<file path="config.mk">
export PLATFORM = sky130hd
export DESIGN_NAME = freq_meas_ctrl
export DESIGN_NICKNAME = d
export VERILOG_FILES = /design/src/rtl/freq_meas_ctrl.sv
export SDC_FILE = /design/constraint.sdc
export NUM_CORES = 1
export LEC_CHECK = 0
export BUFFER_PORTS_ARGS = -buffer_cell sky130_fd_sc_hd__buf_4
export CAP_MARGIN = 20
export CORE_MARGIN = 3
export CORE_UTILIZATION = 45
export DETAILED_ROUTE_END_ITERATION = 10
export HOLD_SLACK_MARGIN = 0.12
export PLACE_DENSITY = 0.64
export SKIP_CTS_REPAIR_TIMING = 1
export SLEW_MARGIN = 10
export SYNTH_ARGS = -nofsm -noshare
export SYNTH_HDL_FRONTEND = slang
export SYNTH_SLANG_ARGS = --single-unit
</file>
<file path="constraint.sdc">
create_clock -name CLK -period 2.56 [get_ports CLK]
set_input_delay 0.512 -clock CLK [delete_from_list [all_inputs] [get_ports CLK]]
set_output_delay 0.512 -clock CLK [all_outputs]
set_load 0.005 [all_outputs]
</file>
<file path="src/rtl/freq_meas_ctrl.sv">
// Gated frequency-measurement sequencer with auto-ranging. The result appears 4+N cycles after START, where N is the gate length.
// A new result overwrites an unacknowledged one (LOST flags this); START is ignored while busy.
module freq_meas_ctrl #(
  parameter int unsigned GATE0_CYC = 100000000,
  parameter int unsigned GATE1_CYC = 10000000,
  parameter int unsigned GATE2_CYC = 1000000,
  parameter int unsigned LOW_THR   = 6000
) (
  input  logic        CLK,
  input  logic        RST,
  input  logic        START,
  input  logic        STOP,
  input  logic [15:0] CNT,
  input  logic        CNT_OVF,
  input  logic        ACK,
  output logic        GATE,
  output logic        CNT_CLR,
  output logic [15:0] FREQ,
  output logic [1:0]  RANGE,
  output logic        VALID,
  output logic        OVF,
  output logic        LOST,
  output logic        BUSY
);

  localparam logic [2:0] S_IDLE  = 3'd0;
  localparam logic [2:0] S_CLEAR = 3'd1;
  localparam logic [2:0] S_GATE  = 3'd2;
  localparam logic [2:0] S_WAIT  = 3'd3;
  localparam logic [2:0] S_LATCH = 3'd4;

  localparam logic [31:0] G0_LAST = GATE0_CYC - 32'd1;
  localparam logic [31:0] G1_LAST = GATE1_CYC - 32'd1;
  localparam logic [31:0] G2_LAST = GATE2_CYC - 32'd1;
  localparam logic [15:0] LOW_THR_W = 16'(LOW_THR);

  logic [2:0]  state_q, state_d;
  logic [31:0] timer_q, timer_d;
  logic [1:0]  range_q, range_d;
  logic        stop_q, stop_d;
  logic [15:0] freq_q, freq_d;
  logic [1:0]  rng_out_q, rng_out_d;
  logic        valid_q, valid_d;
  logic        ovf_q, ovf_d;
  logic        lost_q, lost_d;
  logic        cnt_sat;
  logic [31:0] gate_last;

  assign cnt_sat = CNT_OVF || (CNT == 16'hFFFF);

  always_comb begin
    case (range_q)
      2'd0:    gate_last = G0_LAST;
      2'd1:    gate_last = G1_LAST;
      default: gate_last = G2_LAST;
    endcase
  end

  always_comb begin
    state_d   = state_q;
    timer_d   = timer_q;
    range_d   = range_q;
    stop_d    = stop_q;
    freq_d    = freq_q;
    rng_out_d = rng_out_q;
    valid_d   = valid_q;
    ovf_d     = ovf_q;
    lost_d    = lost_q;

    if (ACK && valid_q) valid_d = 1'b0;
    if (STOP && state_q != S_IDLE) stop_d = 1'b1;

    case (state_q)
      S_IDLE: begin
        if (START && !STOP) begin
          state_d = S_CLEAR;
          lost_d  = 1'b0;
          stop_d  = 1'b0;
        end
      end
      S_CLEAR: begin
        timer_d = gate_last;
        state_d = S_GATE;
      end
      S_GATE: begin
        if (timer_q == 32'd0) state_d = S_WAIT;
        else                  timer_d = timer_q - 32'd1;
      end
      S_WAIT: state_d = S_LATCH;
      S_LATCH: begin
        // Saturation below the coarsest range only widens the range; nothing is published.
        if (cnt_sat && range_q != 2'd2) begin
          range_d = range_q + 2'd1;
        end else begin
          valid_d   = 1'b1;
          if (valid_q && !ACK) lost_d = 1'b1;
          rng_out_d = range_q;
          if (cnt_sat) begin
            freq_d = 16'hFFFF;
            ovf_d  = 1'b1;
          end else begin
            freq_d = CNT;
            ovf_d  = 1'b0;
            if (CNT < LOW_THR_W && range_q != 2'd0) range_d = range_q - 2'd1;
          end
        end
        if (stop_q || STOP) begin
          state_d = S_IDLE;
          stop_d  = 1'b0;
        end else begin
          state_d = S_CLEAR;
        end
      end
      default: state_d = S_IDLE;
    endcase
  end

  always_ff @(posedge CLK or posedge RST) begin
    if (RST) begin
      state_q   <= S_IDLE;
      timer_q   <= 32'd0;
      range_q   <= 2'd0;
      stop_q    <= 1'b0;
      freq_q    <= 16'd0;
      rng_out_q <= 2'd0;
      valid_q   <= 1'b0;
      ovf_q     <= 1'b0;
      lost_q    <= 1'b0;
    end else begin
      state_q   <= state_d;
      timer_q   <= timer_d;
      range_q   <= range_d;
      stop_q    <= stop_d;
      freq_q    <= freq_d;
      rng_out_q <= rng_out_d;
      valid_q   <= valid_d;
      ovf_q     <= ovf_d;
      lost_q    <= lost_d;
    end
  end

  assign GATE    = (state_q == S_GATE);
  assign CNT_CLR = (state_q == S_CLEAR);
  assign BUSY    = (state_q != S_IDLE);
  assign FREQ    = freq_q;
  assign RANGE   = rng_out_q;
  assign VALID   = valid_q;
  assign OVF     = ovf_q;
  assign LOST    = lost_q;

endmodule
</file>
==> metrics.yaml <==
status: "completed"
ant_nets: 0
layout_setup_ws_ns: 0.142
num-nets-final: 426
synth_cell_types: 57
endpoint_kind: "flip-flop"
holdWs_ns: 0.210
grt_max_degree: 37
initial_utilization: 0.467
ys.flop_type: "dfrtp_1"
worstSkewPairLatency_ns: 0.34
cts_tree: "yes"
dr.pass1.iters: 5
hold_path_class: "in2async"
drv_cap: 0
io_pins: 46
place_ws_ns: 0.220
path_clk_slew_ns: 0.07
syn-num-nets: 363
critPathLaunch: "timer_q[0]"
setup_viol: 0
routed_wl_um: 8210
leakagePower_uw: 0.00162
setup-tns-final_ns: 0
yosysWarnings: 0
crit_chain: "inv_1 -> ha_1 -> nor3b_2 -> and4_1 -> nand4_1 -> and3_1 -> o22a_1"
reg2reg_from: "timer_q[0]"
portBuffers: 45
synth-edff-count: 0
route.top_layer_used: "met4"
slew_headroom: 0.650
fmax_mhz: 414
crit_arrival_ns: 2.64
syn_inst: 335
num_rows: 30
yosys_register_bits: 59
design.core.area_um2: 6830
n_antenna_cell: 0
min_period_over_period: 0.944
path_max_fanout: 7
crit_family: "simple AND/OR/NAND/NOR gates"
ys_seq_area_frac: 0.463
ir_worst_vdd_mv: 0.657
met2WireLength_um: 3660
grt_pass1_wl_um: 13600
die_y_um: 90.2
cts_buffer_depth: 2
finClkSkew_ns: 0.00698
async_flop_share: 1.00
worst_path_largest_cell_delay_ns: 0.43
detail_route.vias_per_cell: 5.83
place_congestion: 0.931
cts_root_buffer: "clkbuf_8"
fp.dieW_um: 90.2
synth_top_family_by_area: "compound AO/OA/AOI/OAI gates"
required_ns: 2.78
synth_fa_ha_area_frac: 0.0235
slew_violations: 0
drt_iter0_drc: 190
final_core_util: 0.584
antenna_found_initial: 0
overflow: 0
layout-drive-gt1-share: 0.243
tightest_slew_ns: 0.520
rsz0062_at_grt: "false"
hpwl_um: 5940
synthSimpleGateAreaFrac: 0.233
path_buf_inv: 1
slowest_stage: "and4_1"
cts.sinks: 59
vias: 2911
synthMuxAreaShare: 0.00706
remaining_drc_errors: 0
syn_area_um2: 3190
area_delta_synth_final_pct: 24.9
grt_use_total: 0.207
wl_met1_um: 3730
finalHoldViolCount: 0
avgSynthCellArea_um2: 9.53
die-area_um2: 8140
critPathKind: "reg2reg"
power_density_nw_per_um2: 996
grt_pass1_vias: 2797
min_period_ns: 2.42
wl_per_cell_um: 16.4
cts-htree-levels: 3
synth_xor_area_frac: 0.00823
synth_compound_area_frac: 0.237
cts_buffers: 9
met3WireLength_um: 669
start_kind: "flip-flop"
layer usage:
metal	GRT usage	vias up
met5	0	-
met4	0.0982	0
met3	0.0469	13
met2	0.306	92
met1	0.288	1389
li1	-	1417
Yosys cell counts (3+ instances only):
library cell | count | share of area
buf_2 | 4 | 0.0063
a21oi_1 | 26 | 0.041
nor2_1 | 29 | 0.034
o211ai_1 | 3 | 0.0071
inv_1 | 8 | 0.0094
o31ai_1 | 6 | 0.014
ha_1 | 6 | 0.024
or3_1 | 9 | 0.018
clkbuf_1 | 8 | 0.0094
nand2_1 | 20 | 0.024
or4_1 | 7 | 0.016
o311ai_0 | 4 | 0.011
o22a_1 | 19 | 0.052
dfrtp_1 | 59 | 0.46
o22ai_1 | 5 | 0.0098
a211oi_1 | 4 | 0.0094
nand3_1 | 7 | 0.011
nor3_1 | 10 | 0.016
or2_2 | 3 | 0.0059
and3_1 | 4 | 0.0078
nor4_1 | 9 | 0.018
nand4_1 | 8 | 0.016
o21ai_0 | 19 | 0.030
nand2b_1 | 3 | 0.0059
a31oi_1 | 11 | 0.022
and4_1 | 3 | 0.0082
worst reg2reg max path, stage by stage (launching register included):
cell and delay [ns]:
dfrtp_1 0.39, inv_1 0.10, ha_1 0.18, nor3b_2 0.38, and4_1 0.44, nand4_1 0.32
and3_1 0.30, o22a_1 0.20
where the power goes:
group / internal (uW) / switching, uW / total (uW)
combinational: 763 / 854 / 1620
clock: 526 / 385 / 911
sequential: 1210 / 234 / 1440
total: 2500 / 1470 / 3970
state kept, by name, summed over array words and instances (netlist names):
register	count
RANGE	2
range_q	2
OVF	1
stop_q	1
VALID	1
LOST	1
state_q	3
FREQ	16
timer_q	32
cell usage in the layout (no fill, tap or decap), types with 3 or more instances in the layout:
cell type,n
nand2_1,20
inv_1,7
o31ai_1,6
o211ai_1,3
and4_1,3
clkbuf_8,12
ha_1,6
a31oi_1,11
or4_1,7
nand3_1,7
o21ai_0,19
dfrtp_1,59
or3_1,9
nand2b_1,3
nor3_1,10
a211oi_1,4
a21oi_1,26
nor4_1,9
nor2_1,29
o22a_1,19
or2_2,3
and3_1,4
nand4_1,8
buf_4,64
o311ai_0,4
o22ai_1,5
layout make-up:
class / count / area (um^2)
clock buffers: 12 / 165
clock inverters: 4 / 47.5
fillers: 632 / 2840
inverters: 9 / 33.8
multi-input cells: 253 / 1620
flip-flops and latches: 59 / 1480
well taps: 96 / 120
repair buffers: 66 / 520
final timing paths:
path / to / slack [ns] / depth (start not counted)
setup reg to reg: timer_q[17] / 0.14 / 7
setup / recovery: timer_q[17] / 0.14 / 7
max in group asynchronous: VALID / 1.78 / 3
hold / removal: timer_q[28] / 0.21 / 2
min in group CLK: FREQ[10] / 0.39 / 2
hold reg to reg: stop_q / 0.47 / 2
cells by family after synthesis:
logic type / count (synthesis)
AND/OR/NAND/NOR: 131
flip-flops: 59
multiplexers: 2
XOR/XNOR: 3
buffers and inverters: 23
adder cells (fa/ha/maj): 6
AO/OA/AOI/OAI: 111
stage by stage:
step                      cell area [um^2]  total power (uW)  cells
after floorplan                       3190              2360    335
after global placement                3770              3050    483
after detailed placement              3770              3070    483
after CTS                             3990              3990    499
after global routing                  3990              4230    499
final                                 3990              3970    499
Power figures use the tool's default switching activity.
